$ cat src/rtl/bus_access_sched_pkg.sv
// Shared types for the Bus-A access scheduler: speed classes, owners,
// request payload and the raw address-to-speed map.
package bus_pkg;

  localparam int unsigned ADDR_W = 24;
  localparam int unsigned LEN_W  = 4;

  typedef enum logic [1:0] {
    MEM_FAST  = 2'd0,
    MEM_SLOW  = 2'd1,
    MEM_XSLOW = 2'd2,
    MEM_VAR   = 2'd3
  } mem_speed_type;

  typedef enum logic [1:0] {
    OWN_NONE = 2'd0,
    OWN_CPU  = 2'd1,
    OWN_DMA  = 2'd2,
    OWN_HDMA = 2'd3
  } bus_owner_type;

  typedef struct packed {
    logic [ADDR_W-1:0] addr;
    logic              we;
  } bus_req_t;

  // Raw speed of an address; MEM_VAR is left for the caller to resolve.
  function automatic mem_speed_type addr_speed(input logic [ADDR_W-1:0] addr);
    logic [7:0]  bank;
    logic [15:0] off;
    bank = addr[23:16];
    off  = addr[15:0];
    if (bank[6])              addr_speed = bank[7] ? MEM_VAR : MEM_SLOW;
    else if (off < 16'h2000)  addr_speed = MEM_SLOW;
    else if (off < 16'h4000)  addr_speed = MEM_FAST;
    else if (off < 16'h4200)  addr_speed = MEM_XSLOW;
    else if (off < 16'h6000)  addr_speed = MEM_FAST;
    else if (off < 16'h8000)  addr_speed = MEM_SLOW;
    else                      addr_speed = bank[7] ? MEM_VAR : MEM_SLOW;
  endfunction

endpackage

$ cat src/rtl/bus_access_sched_if.sv
// Requester-side handshake and granted Bus-A outputs of the scheduler.
interface bus_access_sched_if;
  import bus_pkg::*;

  logic              memsel;
  logic              cpu_req;
  logic [ADDR_W-1:0] cpu_addr;
  logic              cpu_we;
  logic              dma_req;
  logic [ADDR_W-1:0] dma_addr;
  logic              dma_we;
  logic              hdma_req;
  logic [ADDR_W-1:0] hdma_addr;
  logic              hdma_we;
  logic [ADDR_W-1:0] bus_addr;
  logic              bus_we;
  logic              bus_active;
  logic [1:0]        bus_speed;
  logic [1:0]        bus_owner;
  logic              cpu_ack;
  logic              dma_ack;
  logic              hdma_ack;

  modport master (
    output memsel, cpu_req, cpu_addr, cpu_we, dma_req, dma_addr, dma_we,
           hdma_req, hdma_addr, hdma_we,
    input  bus_addr, bus_we, bus_active, bus_speed, bus_owner,
           cpu_ack, dma_ack, hdma_ack
  );

  modport slave (
    input  memsel, cpu_req, cpu_addr, cpu_we, dma_req, dma_addr, dma_we,
           hdma_req, hdma_addr, hdma_we,
    output bus_addr, bus_we, bus_active, bus_speed, bus_owner,
           cpu_ack, dma_ack, hdma_ack
  );
endinterface

$ cat src/rtl/bus_access_sched_mem_speed_decode.sv
// Combinational CPU address decode: resolved speed class and access length.
module mem_speed_decode
  import bus_pkg::*;
#(
  parameter int unsigned FAST_LEN  = 6,
  parameter int unsigned SLOW_LEN  = 8,
  parameter int unsigned XSLOW_LEN = 12
) (
  input  logic [ADDR_W-1:0] addr,
  input  logic              memsel,
  output mem_speed_type     speed,
  output logic [LEN_W-1:0]  len
);

  mem_speed_type raw;

  always_comb begin
    raw   = addr_speed(addr);
    speed = raw;
    if (raw == MEM_VAR) speed = memsel ? MEM_FAST : MEM_SLOW;
    case (speed)
      MEM_FAST:  len = LEN_W'(FAST_LEN);
      MEM_XSLOW: len = LEN_W'(XSLOW_LEN);
      default:   len = LEN_W'(SLOW_LEN);
    endcase
  end

endmodule

$ cat src/rtl/bus_access_sched.sv
// Bus-A access scheduler: fixed-priority grant (HDMA > DMA > CPU), holds the
// bus for the access length and pulses the owner's ack in the last cycle.
module bus_access_sched
  import bus_pkg::*;
#(
  parameter int unsigned FAST_LEN  = 6,
  parameter int unsigned SLOW_LEN  = 8,
  parameter int unsigned XSLOW_LEN = 12
) (
  input  logic            clk,
  input  logic            rst_n,
  bus_access_sched_if.slave bif
);

  typedef enum logic {ST_IDLE, ST_ACCESS} state_t;

  state_t            state;
  logic [LEN_W-1:0]  cnt;
  logic [ADDR_W-1:0] bus_addr;
  logic              bus_we;
  logic              bus_active;
  mem_speed_type     bus_speed;
  bus_owner_type     bus_owner;
  logic              cpu_ack;
  logic              dma_ack;
  logic              hdma_ack;

  mem_speed_type     cpu_speed;
  logic [LEN_W-1:0]  cpu_len;
  bus_owner_type     grant_own;
  bus_req_t          grant_req;
  mem_speed_type     grant_speed;
  logic [LEN_W-1:0]  grant_len;

  mem_speed_decode #(
    .FAST_LEN  (FAST_LEN),
    .SLOW_LEN  (SLOW_LEN),
    .XSLOW_LEN (XSLOW_LEN)
  ) u_decode (
    .addr   (bif.cpu_addr),
    .memsel (bif.memsel),
    .speed  (cpu_speed),
    .len    (cpu_len)
  );

  // Fixed-priority grant candidate; DMA channels always run at slow timing.
  always_comb begin
    grant_own   = OWN_NONE;
    grant_req   = '{addr: '0, we: 1'b0};
    grant_speed = MEM_SLOW;
    grant_len   = LEN_W'(SLOW_LEN);
    if (bif.hdma_req) begin
      grant_own = OWN_HDMA;
      grant_req = '{addr: bif.hdma_addr, we: bif.hdma_we};
    end else if (bif.dma_req) begin
      grant_own = OWN_DMA;
      grant_req = '{addr: bif.dma_addr, we: bif.dma_we};
    end else if (bif.cpu_req) begin
      grant_own   = OWN_CPU;
      grant_req   = '{addr: bif.cpu_addr, we: bif.cpu_we};
      grant_speed = cpu_speed;
      grant_len   = cpu_len;
    end
  end

  // Ack is registered one cycle ahead so it lands in the cnt==0 cycle.
  always_ff @(posedge clk) begin
    if (!rst_n) begin
      state      <= ST_IDLE;
      cnt        <= '0;
      bus_addr   <= '0;
      bus_we     <= 1'b0;
      bus_active <= 1'b0;
      bus_speed  <= MEM_FAST;
      bus_owner  <= OWN_NONE;
      cpu_ack    <= 1'b0;
      dma_ack    <= 1'b0;
      hdma_ack   <= 1'b0;
    end else begin
      cpu_ack  <= 1'b0;
      dma_ack  <= 1'b0;
      hdma_ack <= 1'b0;
      case (state)
        ST_IDLE: begin
          if (grant_own != OWN_NONE) begin
            state      <= ST_ACCESS;
            cnt        <= grant_len - LEN_W'(1);
            bus_addr   <= grant_req.addr;
            bus_we     <= grant_req.we;
            bus_active <= 1'b1;
            bus_speed  <= grant_speed;
            bus_owner  <= grant_own;
          end
        end
        ST_ACCESS: begin
          if (cnt == '0) begin
            state      <= ST_IDLE;
            bus_active <= 1'b0;
            bus_owner  <= OWN_NONE;
          end else begin
            cnt <= cnt - LEN_W'(1);
            if (cnt == LEN_W'(1)) begin
              case (bus_owner)
                OWN_CPU:  cpu_ack  <= 1'b1;
                OWN_DMA:  dma_ack  <= 1'b1;
                OWN_HDMA: hdma_ack <= 1'b1;
                default:  ;
              endcase
            end
          end
        end
        default: state <= ST_IDLE;
      endcase
    end
  end

  assign bif.bus_addr   = bus_addr;
  assign bif.bus_we     = bus_we;
  assign bif.bus_active = bus_active;
  assign bif.bus_speed  = bus_speed;
  assign bif.bus_owner  = bus_owner;
  assign bif.cpu_ack    = cpu_ack;
  assign bif.dma_ack    = dma_ack;
  assign bif.hdma_ack   = hdma_ack;

endmodule

$ cat src/flat_wrapper.sv
// flat-port wrapper written by rule: the top's interface ports become plain ports
module bus_access_sched_flat import bus_pkg::*;
#(
  parameter int unsigned FAST_LEN  = 6,
  parameter int unsigned SLOW_LEN  = 8,
  parameter int unsigned XSLOW_LEN = 12
)
  (clk, rst_n, bif_memsel, bif_cpu_req, bif_cpu_addr, bif_cpu_we, bif_dma_req, bif_dma_addr, bif_dma_we, bif_hdma_req, bif_hdma_addr, bif_hdma_we, bif_bus_addr, bif_bus_we, bif_bus_active, bif_bus_speed, bif_bus_owner, bif_cpu_ack, bif_dma_ack, bif_hdma_ack);
  bus_access_sched_if bif_i ();
  input  logic clk;
  input  logic rst_n;
  input wire logic [$bits(bif_i.memsel)-1:0] bif_memsel;
  input wire logic [$bits(bif_i.cpu_req)-1:0] bif_cpu_req;
  input wire logic [$bits(bif_i.cpu_addr)-1:0] bif_cpu_addr;
  input wire logic [$bits(bif_i.cpu_we)-1:0] bif_cpu_we;
  input wire logic [$bits(bif_i.dma_req)-1:0] bif_dma_req;
  input wire logic [$bits(bif_i.dma_addr)-1:0] bif_dma_addr;
  input wire logic [$bits(bif_i.dma_we)-1:0] bif_dma_we;
  input wire logic [$bits(bif_i.hdma_req)-1:0] bif_hdma_req;
  input wire logic [$bits(bif_i.hdma_addr)-1:0] bif_hdma_addr;
  input wire logic [$bits(bif_i.hdma_we)-1:0] bif_hdma_we;
  output wire logic [$bits(bif_i.bus_addr)-1:0] bif_bus_addr;
  output wire logic [$bits(bif_i.bus_we)-1:0] bif_bus_we;
  output wire logic [$bits(bif_i.bus_active)-1:0] bif_bus_active;
  output wire logic [$bits(bif_i.bus_speed)-1:0] bif_bus_speed;
  output wire logic [$bits(bif_i.bus_owner)-1:0] bif_bus_owner;
  output wire logic [$bits(bif_i.cpu_ack)-1:0] bif_cpu_ack;
  output wire logic [$bits(bif_i.dma_ack)-1:0] bif_dma_ack;
  output wire logic [$bits(bif_i.hdma_ack)-1:0] bif_hdma_ack;
  assign bif_i.memsel = bif_memsel;
  assign bif_i.cpu_req = bif_cpu_req;
  assign bif_i.cpu_addr = bif_cpu_addr;
  assign bif_i.cpu_we = bif_cpu_we;
  assign bif_i.dma_req = bif_dma_req;
  assign bif_i.dma_addr = bif_dma_addr;
  assign bif_i.dma_we = bif_dma_we;
  assign bif_i.hdma_req = bif_hdma_req;
  assign bif_i.hdma_addr = bif_hdma_addr;
  assign bif_i.hdma_we = bif_hdma_we;
  assign bif_bus_addr = bif_i.bus_addr;
  assign bif_bus_we = bif_i.bus_we;
  assign bif_bus_active = bif_i.bus_active;
  assign bif_bus_speed = bif_i.bus_speed;
  assign bif_bus_owner = bif_i.bus_owner;
  assign bif_cpu_ack = bif_i.cpu_ack;
  assign bif_dma_ack = bif_i.dma_ack;
  assign bif_hdma_ack = bif_i.hdma_ack;
  bus_access_sched #(.FAST_LEN(FAST_LEN), .SLOW_LEN(SLOW_LEN), .XSLOW_LEN(XSLOW_LEN)) u_core (.clk(clk), .rst_n(rst_n), .bif(bif_i));
endmodule
$ cat config.mk
export PLATFORM = sky130hd
export DESIGN_NAME = bus_access_sched_flat
export DESIGN_NICKNAME = d
export VERILOG_FILES = /design/src/rtl/bus_access_sched_pkg.sv /design/src/rtl/bus_access_sched_if.sv /design/src/rtl/bus_access_sched_mem_speed_decode.sv /design/src/rtl/bus_access_sched.sv /design/src/flat_wrapper.sv
export SDC_FILE = /design/constraint.sdc
export NUM_CORES = 1
export LEC_CHECK = 0
export ABC_AREA = 0
export BUFFER_PORTS_ARGS = -buffer_cell sky130_fd_sc_hd__buf_4
export CAP_MARGIN = 20
export CORE_UTILIZATION = 45
export CTS_BUF_LIST = sky130_fd_sc_hd__clkbuf_16
export CTS_CLUSTER_DIAMETER = 200
export DETAILED_ROUTE_END_ITERATION = 16
export GPL_TIMING_DRIVEN = 0
export PLACE_DENSITY = 0.79
export SYNTH_ARGS = -nofsm -noshare
export SYNTH_HDL_FRONTEND = slang
export SYNTH_SLANG_ARGS = --single-unit
$ cat constraint.sdc
create_clock -name clk -period 3.09 [get_ports clk]
set_input_delay 0 -clock clk [delete_from_list [all_inputs] [get_ports clk]]
set_output_delay 0 -clock clk [all_outputs]
set_load 0.02 [all_outputs]
==> results of run 1 <==
Yosys cell counts (all sizes together) (3+ instances only):
cell	instances	area [um2]
a21oi	32	235
a221o	24	240
buf	11	92.6
clkbuf	10	37.5
dfxtp	38	761
ha	3	37.5
nand2	34	135
nand2b	25	156
nand3	24	220
nor2	11	41.3
nor3	3	15.0
nor4	3	33.8
o211ai	3	22.5
o21ai	5	28.8
worst paths after layout:
check | startpoint | to | slack [ns] | depth (start not counted)
worst min-delay path | rst_n | u_core.cnt[3] | 0.07 | 3
worst max-delay path | u_core.cnt[0] | u_core.cnt[3] | 1.40 | 6
worst max register to register | u_core.cnt[0] | u_core.cnt[3] | 1.40 | 6
worst min register to register | u_core.bif.bus_addr[15] | u_core.bif.bus_addr[15] | 0.45 | 2
area by class of cell:
cell class                      instances  share of cell area
Sequential cell                        38               0.227
Clock buffer                            5              0.0374
Clock inverter                          2             0.00224
Timing Repair Buffer                  112               0.251
Multi-Input combinational cell        192               0.413
Inverter                                4             0.00449
Buffer                                 21              0.0389
Tap cell                               67              0.0250
flip-flops by register name, indices dropped and copies added, names as in the netlist, 2 cells and up:
register              cells
u_core.bif.bus_addr      24
u_core.bif.bus_speed      2
u_core.bif.bus_owner      2
u_core.cnt                4
worst max-delay path, stage by stage (launching register included):
cell	delay [ns]
dfxtp_1	0.37
inv_1	0.09
ha_1	0.27
o21ba_2	0.25
nor3_1	0.03
o311ai_0	0.49
a211oi_2	0.05
report_power, final:
part	switching, mW	leakage (nW)	internal (mW)
Clock	0.178	0.0723	0.288
Sequential	0.0325	0.314	0.536
Combinational	0.237	1.06	0.227
Total	0.448	1.45	1.05
metrics by stage:
stage | utilization | power, mW | area, um2 | std cells
after CTS | 0.695 | 1.51 | 3350 | 441
after detailed placement | 0.667 | 1.04 | 3210 | 434
after global placement | 0.667 | 1.04 | 3210 | 434
after global routing | 0.695 | 1.57 | 3350 | 441
after floorplan | - | 0.850 | 2290 | 255
final | 0.695 | 1.50 | 3350 | 441
kinds of logic (layout without fill, tap and decap cells):
logic type | after synthesis | in the layout | synth area share
AOI/OAI and AO/OA | 75 | 75 | 0.272
xor gates and xnor gates | 1 | 1 | 0.00383
adders and majority gates | 3 | 3 | 0.0164
buffers and inverters | 25 | 144 | 0.0634
DFF | 38 | 38 | 0.332
and+or+nand+nor | 113 | 113 | 0.313
per-layer routing:
metal  track usage  part of all wire  vias to the layer above
met1         0.320              0.42                     1081
met5             0                 0                        -
met4        0.0962             0.016                        0
li1              -                 -                     1168
met2         0.428              0.48                      109
met3        0.0713             0.081                       11
==> metrics, run 1 <==
status finished clean; ys async rst share 0; gr usage total 0.258; CTS H-tree depth 2; min Tclk post-route 1.69 ns; Layout Nets 458; Hold WC Path Type in -> reg; port bufs 112; Chip Width 73.3 um; CP Class reg -> reg; critical path arrival between 1.5 and 2 ns; grt ovf 0; Worst Setup End Kind flip-flop; CTS Buf Count 5; syn avg cell area ~9 um2; Syn Inst Count 255; vias in the first global route roughly 2300; Slew Viols, Final 0; antenna cells 0; Startpoint Class flip-flop; share of cells above drive strength 1 0.479; final wirelength 6630 um; Sink Count 38; fill count 411; Hold-fix buffers, CTS 0; WP data required 3.23 ns; Remaining DRCs 0; drt pass-1 iters 6; post-cts sizing count 0; Core Box Area roughly 4800 um2; fin crit share 0.548; largest net degree at the start of global routing 11; Worst VDD drop 0.000199 V; Seq/Total Area, Yosys 0.332; WL/cell 15.0 um; Crit Path Max Fanout 6; Fmax achieved 590 MHz; Final Hold Viols 0; full die area 5380 um2; RSZ-0062 raised after global routing false; iteration-0 DRC count of the detailed router approximately 170; Reg area 761 um2; Max-slew headroom 0.516; max-cap viol count 0; number of flops mapped to enable cells by yosys 0; Worst Tran Pin Value ~0.73 ns; CTS Root Buffer Type clkbuf_16; routed via count 2369; first-pass GRT wire length 10500 um; Rows 25; TritonCTS clock tree done; yosys warns 0; Synth Net Count 339; DR vias/cell 5.37; Clock Tree Buf Depth 2; clk_skew between 0.003 and 0.004 ns; ys flop type dfxtp_1; power per cell area 448 nW/um2; Placer Congestion 0.812; Lkg Pwr 1.45 nW; area growth from synthesis to layout 46.2%; Post-Route Setup TNS 0 ns; Setup-failing EPs final 0; most common cell after layout, fill and taps aside buf_4; most frequent cells in the layout buf_4 (114), dfxtp_1 (38), nand2_1 (33); worst slack, placed 1.36 ns; Yosys cell types 48; Synth Register Bits 38; number of setup buffers added after CTS 0; antenna violations before repair 0; synthesized area 2290 um2; Worst Slack Setup Final 1.40 ns; Clock Latency Late Sink between 0.2 and 0.3 ns; Die Y 73.3 um; Initial Util 0.475; Routed Antenna Nets 0; DP HPWL 5180 um; Multi-input gate area 1380 um2; IO Pins 114; clock slew at reported path FFs 0.05 ns; worst hold slack 0.0734 ns
Power figures use the tool's default switching activity.
==> run 2, diff against run 1 <==
Settings changed: CORE_UTILIZATION 45 to 42, PLACE_DENSITY 0.79 to 0.77.
Clock period 3.09 ns to 1.4 ns, I/O delays scaled along.
==> run 2 against run 1 <==
  * Die area rose by 6.9%
  * Clock power grew 130%
  * Register-to-register slack worse by 1.4 ns
  * Design area grew 3.5%
  * Worst setup slack lost 1.4 ns
  * Routed wire length rose by 7.5%
  * Via count grew 3.4%
  * Final cell count up 1.8%
  * Critical endpoint unchanged
  * Largest cell class unchanged
==> metrics, run 2 (synthesis results as in run 1) <==
Max-slew headroom 0.515; Placer Congestion 0.830; Chip Width 75.8 um; DR vias/cell 5.46; gr usage total 0.254; most common cell after layout, fill and taps aside buf_4; Fmax achieved approximately 720 MHz; max FFs per register 24; vias in the first global route 2306; Final Hold Viols 0; area growth from synthesis to layout 51.3%; CP delay by family, top compound AO/OA/AOI/OAI gates; status finished clean; crit path cell chain inv_1 > ha_4 > and4bb_2 > o21bai_1 > o311ai_1 > a211oi_2; Setup-failing EPs final 0; CTS Buf Count 5; clock network fraction of total power 0.314; Startpoint Class flip-flop; clk_skew 0.00281 ns; Post-Route Setup TNS 0 ns; Rows 26; Seq pwr share 0.367; CP max-delay cell dfxtp_2; Remaining DRCs 0; share of cells above drive strength 1 0.512; Sw Ratio 0.310; grt ovf 0; DP HPWL 5220 um; IO Pins 114; TritonCTS clock tree done; max incr delay on CP about 0.35 ns; full die area 5750 um2; Hold-fix buffers, CTS 0; drt pass-1 iters 4; Largest Register u_core.bif.bus_addr; Initial Util 0.443; fill count 440; max-cap viol count 0; CP bufs+invs 1; RSZ-0062 raised after global routing true; largest net degree at the start of global routing 12; Crit Path Max Fanout 6; Clock Tree Buf Depth 2; Slew Viols, Final 0; Sink Count 38; min Tclk post-route ~1.4 ns; Int Power around 2.4 mW; Worst Tran Pin Value roughly 0.73 ns; CTS Root Buffer Type clkbuf_16; final wirelength around 7100 um; WP data required 1.60 ns; total power draw 3.43 mW; port bufs 112; antenna cells 0; Routed Antenna Nets 0; net switching power 1.06 mW; combinational power share 0.320; Worst Setup End Kind flip-flop; fin crit share 0.996; Worst VDD drop 0.000671 V; antenna violations before repair 0; Lkg Pwr 1.49 nW; Die Y 75.8 um; routed via count about 2500; Clock Latency Late Sink 0.28 ns; clock slew at reported path FFs 0.06 ns; critical path arrival 1.60 ns; Hold WC Path Type in -> reg; iteration-0 DRC count of the detailed router 157; most frequent cells in the layout buf_4 (116), dfxtp_1 (36), nand2_1 (33); Largest regs u_core.bif.bus_addr x24, u_core.cnt x4; CTS H-tree depth 2; WL/cell ~16 um; Layout Nets 462; power per cell area 990 nW/um2; CP Class reg -> reg; first-pass GRT wire length 10900 um; Core Box Area 5170 um2
-- run 2: metrics by stage --
step	setup WS [ns]	instances	utilization	area, um2	hold WS, ns
finish	0.00500	449	0.670	3460	0.0260
global route	-0.0707	449	0.670	3460	0.0345
CTS	-0.0148	447	0.663	3430	0.0257
detailed placement	-0.355	437	0.622	3220	0.307
global placement	-0.302	437	0.622	3220	0.322
floorplan	-0.0819	255	-	2290	0.153
-- run 2: worst min-delay path: stages --
cell and delay [ns]:
buf_4 0.12, o311ai_1 0.09, a211oi_2 0.04
-- run 2: per-layer routing --
layer  GRT usage  wire length, um  vias up
met2       0.442             3560      103
li1            -                -     1175
met3      0.0622              584       11
met5           0                0        -
met4      0.0844               94        0
met1       0.304             2880     1161
-- run 2: area by class of cell --
cell class | instances | area (um2) | area share
Timing Repair Buffer | 116 | 878 | 0.254
Sequential cell | 38 | 763 | 0.220
Buffer | 21 | 136 | 0.0394
Multi-Input combinational cell | 192 | 1440 | 0.416
Clock buffer | 5 | 125 | 0.0361
Clock inverter | 3 | 12.5 | 0.00361
Inverter | 4 | 20.0 | 0.00578
Tap cell | 70 | 87.6 | 0.0253
-- run 2: timing repair --
item                                    CTS  global route
endpoints found under the setup margin   32            21
resized for setup                        16             3
buffers inserted                          2             2
pin swaps                                 7             1
-- run 2: final timing paths --
kind                                 from                      end  slack [ns]  cells past startpoint
setup reg to reg            u_core.cnt[1]            u_core.cnt[3]       0.005                      6
setup / recovery            u_core.cnt[1]            u_core.cnt[3]       0.005                      6
hold / removal                      rst_n            u_core.cnt[3]        0.03                      3
hold reg to reg   u_core.bif.bus_addr[10]  u_core.bif.bus_addr[10]        0.46                      2
-- run 2: power by group through the flow --
stage          Combinational [mW]  Sequential (mW)  Clock [mW]
2_1_floorplan               0.520             1.36           0
3_3_place_gp                 1.02             1.27           0
3_5_place_dp                 1.03             1.27           0
4_1_cts                      1.07             1.26        1.08
5_1_grt                      1.18             1.27        1.15
6_report                     1.10             1.26        1.08
==> run 3, diff against run 2 <==
Settings changed: CORE_UTILIZATION 42 to 40, PLACE_DENSITY 0.77 to 0.74, SETUP_SLACK_MARGIN set to 0.4.
==> run 3 against run 2 <==
  * Critical path type unchanged
  * Via count increased by 9.3%
  * Critical path depth is the same
  * Worst setup slack got worse by 0.0040 ns
  * Flip-flop and latch count is the same
  * Clock-buffer cell count is the same
  * Clock skew is essentially flat
  * Final cell count rose by 6.2%
  * Sequential power about the same
  * Fmax down 0.29%
  * Largest power group is now combinational cells
  * Highest routed layer unchanged
  * Clock power is essentially flat
  * Sequential share of layout area down 3.3 points
  * Die area grew 4.9%
==> metrics, run 3 (synthesis results as in run 1) <==
CTS Root Buffer Type clkbuf_16; Rows 27; worst slack, placed -0.323 ns; Max-slew headroom 0.440; Core Box Area 5510 um2; vias in the first global route 2480; Sw Ratio 0.320; max incr delay on CP 0.34 ns; Clock Tree Buf Depth 2; routed via count 2678; power per cell area 950 nW/um2; Reg area approximately 770 um2; Routed Antenna Nets 0; final wirelength 8490 um; WP data required between 1.5 and 2 ns; share of cells above drive strength 1 0.605; Int Power 2.64 mW; port bufs 112; most common cell after layout, fill and taps aside buf_4; CP max-delay cell dfxtp_2; Final Hold Viols 0; Layout Nets approximately 490; Startpoint Class flip-flop; clk_skew 0.00294 ns; Seq pwr share 0.326; Remaining DRCs 0; max-cap viol count 0; Worst VDD drop 0.000703 V; IO Pins 114; Post-Layout Cell Count between 400 and 500; CTS Buf Count 5; Largest Register u_core.bif.bus_addr; Worst Slack Setup Final 0.00101 ns; net switching power 1.24 mW; Worst Tran Pin Value about 0.84 ns; gr usage total 0.253; Chip Width 77.7 um; clock slew at reported path FFs about 0.060 ns; Crit Path Max Fanout 5; Setup-failing EPs final 0; fin crit share 0.999; CTS H-tree depth 2; most frequent cells in the layout buf_4 (125), dfxtp_1 (35), nand2_1 (31); Die Y 77.7 um; full die area between 6000 and 7000 um2; iteration-0 DRC count of the detailed router between 100 and 150; DP Cell Count around 440; area growth from synthesis to layout 78.6%; Fmax achieved 715 MHz; drt pass-1 iters 4; min Tclk post-route 1.40 ns; WL/cell roughly 18 um; Worst Setup End Kind flip-flop; crit path cell chain inv_2 > ha_4 > and4bb_2 > o21bai_1 > o311ai_1 > a211oi_2; grt ovf 0; Largest regs u_core.bif.bus_addr x24, u_core.cnt x4; Multi-input gate area roughly 1700 um2; fill count 396; Slew Viols, Final 0; status finished clean; fin util 0.743; DP HPWL around 5200 um; clock network fraction of total power 0.279; Lkg Pwr about 1.7 nW; antenna cells 0; first-pass GRT wire length 12100 um; critical path arrival 1.60 ns; Sink Count 38; combinational power share 0.395; max FFs per register 24; Placer Congestion 0.772; TritonCTS clock tree done; Initial Util 0.416; largest net degree at the start of global routing 12; DR vias/cell 5.61; Hold WC Path Type in -> reg; CP Class reg -> reg; Clock Latency Late Sink roughly 0.28 ns; RSZ-0062 raised after global routing true; antenna violations before repair 0; Hold-fix buffers, CTS 0
[run 3: cell count changes in the layout (fill, tap and decap cells not counted), moves of 3 or more]
cell and change:
nand3_2 -10, nor3_1 -3, buf_6 +8, nand3_4 +14, buf_12 +5, buf_4 +9, nand3_1 -4, a21oi_2 +8
nor3_2 +3, a21oi_1 -8, clkbuf_16 +4
[run 3: power groups by stage]
stage,combinational (mW),sequential (mW),clock [mW]
global route,1.62,1.28,1.14
finish,1.54,1.27,1.08
global placement,1.07,1.28,0
CTS,1.24,1.26,1.08
floorplan,0.570,1.37,0
detailed placement,1.08,1.28,0
[run 3: worst max-delay path, delay by kind of cell (launching register included)]
family / cells / cell delay, ns
AO/OA/AOI/OAI: 3 / 0.49
adder cells (fa/ha/maj): 1 / 0.18
buffers and inverters: 1 / 0.06
AND/OR/NAND/NOR: 1 / 0.25
flip-flops: 1 / 0.34
[run 3: worst paths after layout]
kind | from | end | slack, ns | depth (start not counted)
worst max-delay path | u_core.cnt[1] | u_core.cnt[3] | 0.001 | 6
worst min-delay path | rst_n | u_core.cnt[3] | 0.05 | 3
worst max register to register | u_core.cnt[1] | u_core.cnt[3] | 0.001 | 6
worst min register to register | u_core.bif.bus_active | u_core.bif.bus_active | 0.46 | 2
[run 3: final cells by class]
class | count | share of cell area
multi-input cells | 192 | 0.415
repair buffers | 142 | 0.294
flip-flops and latches | 38 | 0.188
plain buffers | 21 | 0.0416
clock buffers | 5 | 0.0306
well taps | 72 | 0.0220
inverters | 4 | 0.00673
clock inverters | 3 | 0.00275
[run 3: timing repair]
action | 4_1_cts | 5_1_grt
pin swaps | 19 | 16
gates cloned | 0 | 4
setup buffers | 13 | 13
gates resized for setup | 31 | 32
setup endpoints to repair | 38 | 38
[run 3: metrics by stage]
stage / total power, mW / instance area (um2) / TNS, ns / hold WS, ns
after global routing: 4.04 / 4090 / -0.0861 / 0.0408
after CTS: 3.58 / 3690 / -0.00594 / 0.0267
after detailed placement: 2.36 / 3310 / -0.602 / 0.313
final: 3.88 / 4090 / 0 / 0.0488
after global placement: 2.35 / 3310 / -0.494 / 0.321
after floorplan: 1.94 / 2380 / -0.126 / 0.153
[run 3: metal layers]
layer	up-vias	track usage	wire length [um]
li1	1238	-	-
met1	1282	0.310	3290
met2	143	0.422	4340
met3	15	0.0753	725
met4	0	0.0811	129
met5	-	0	0
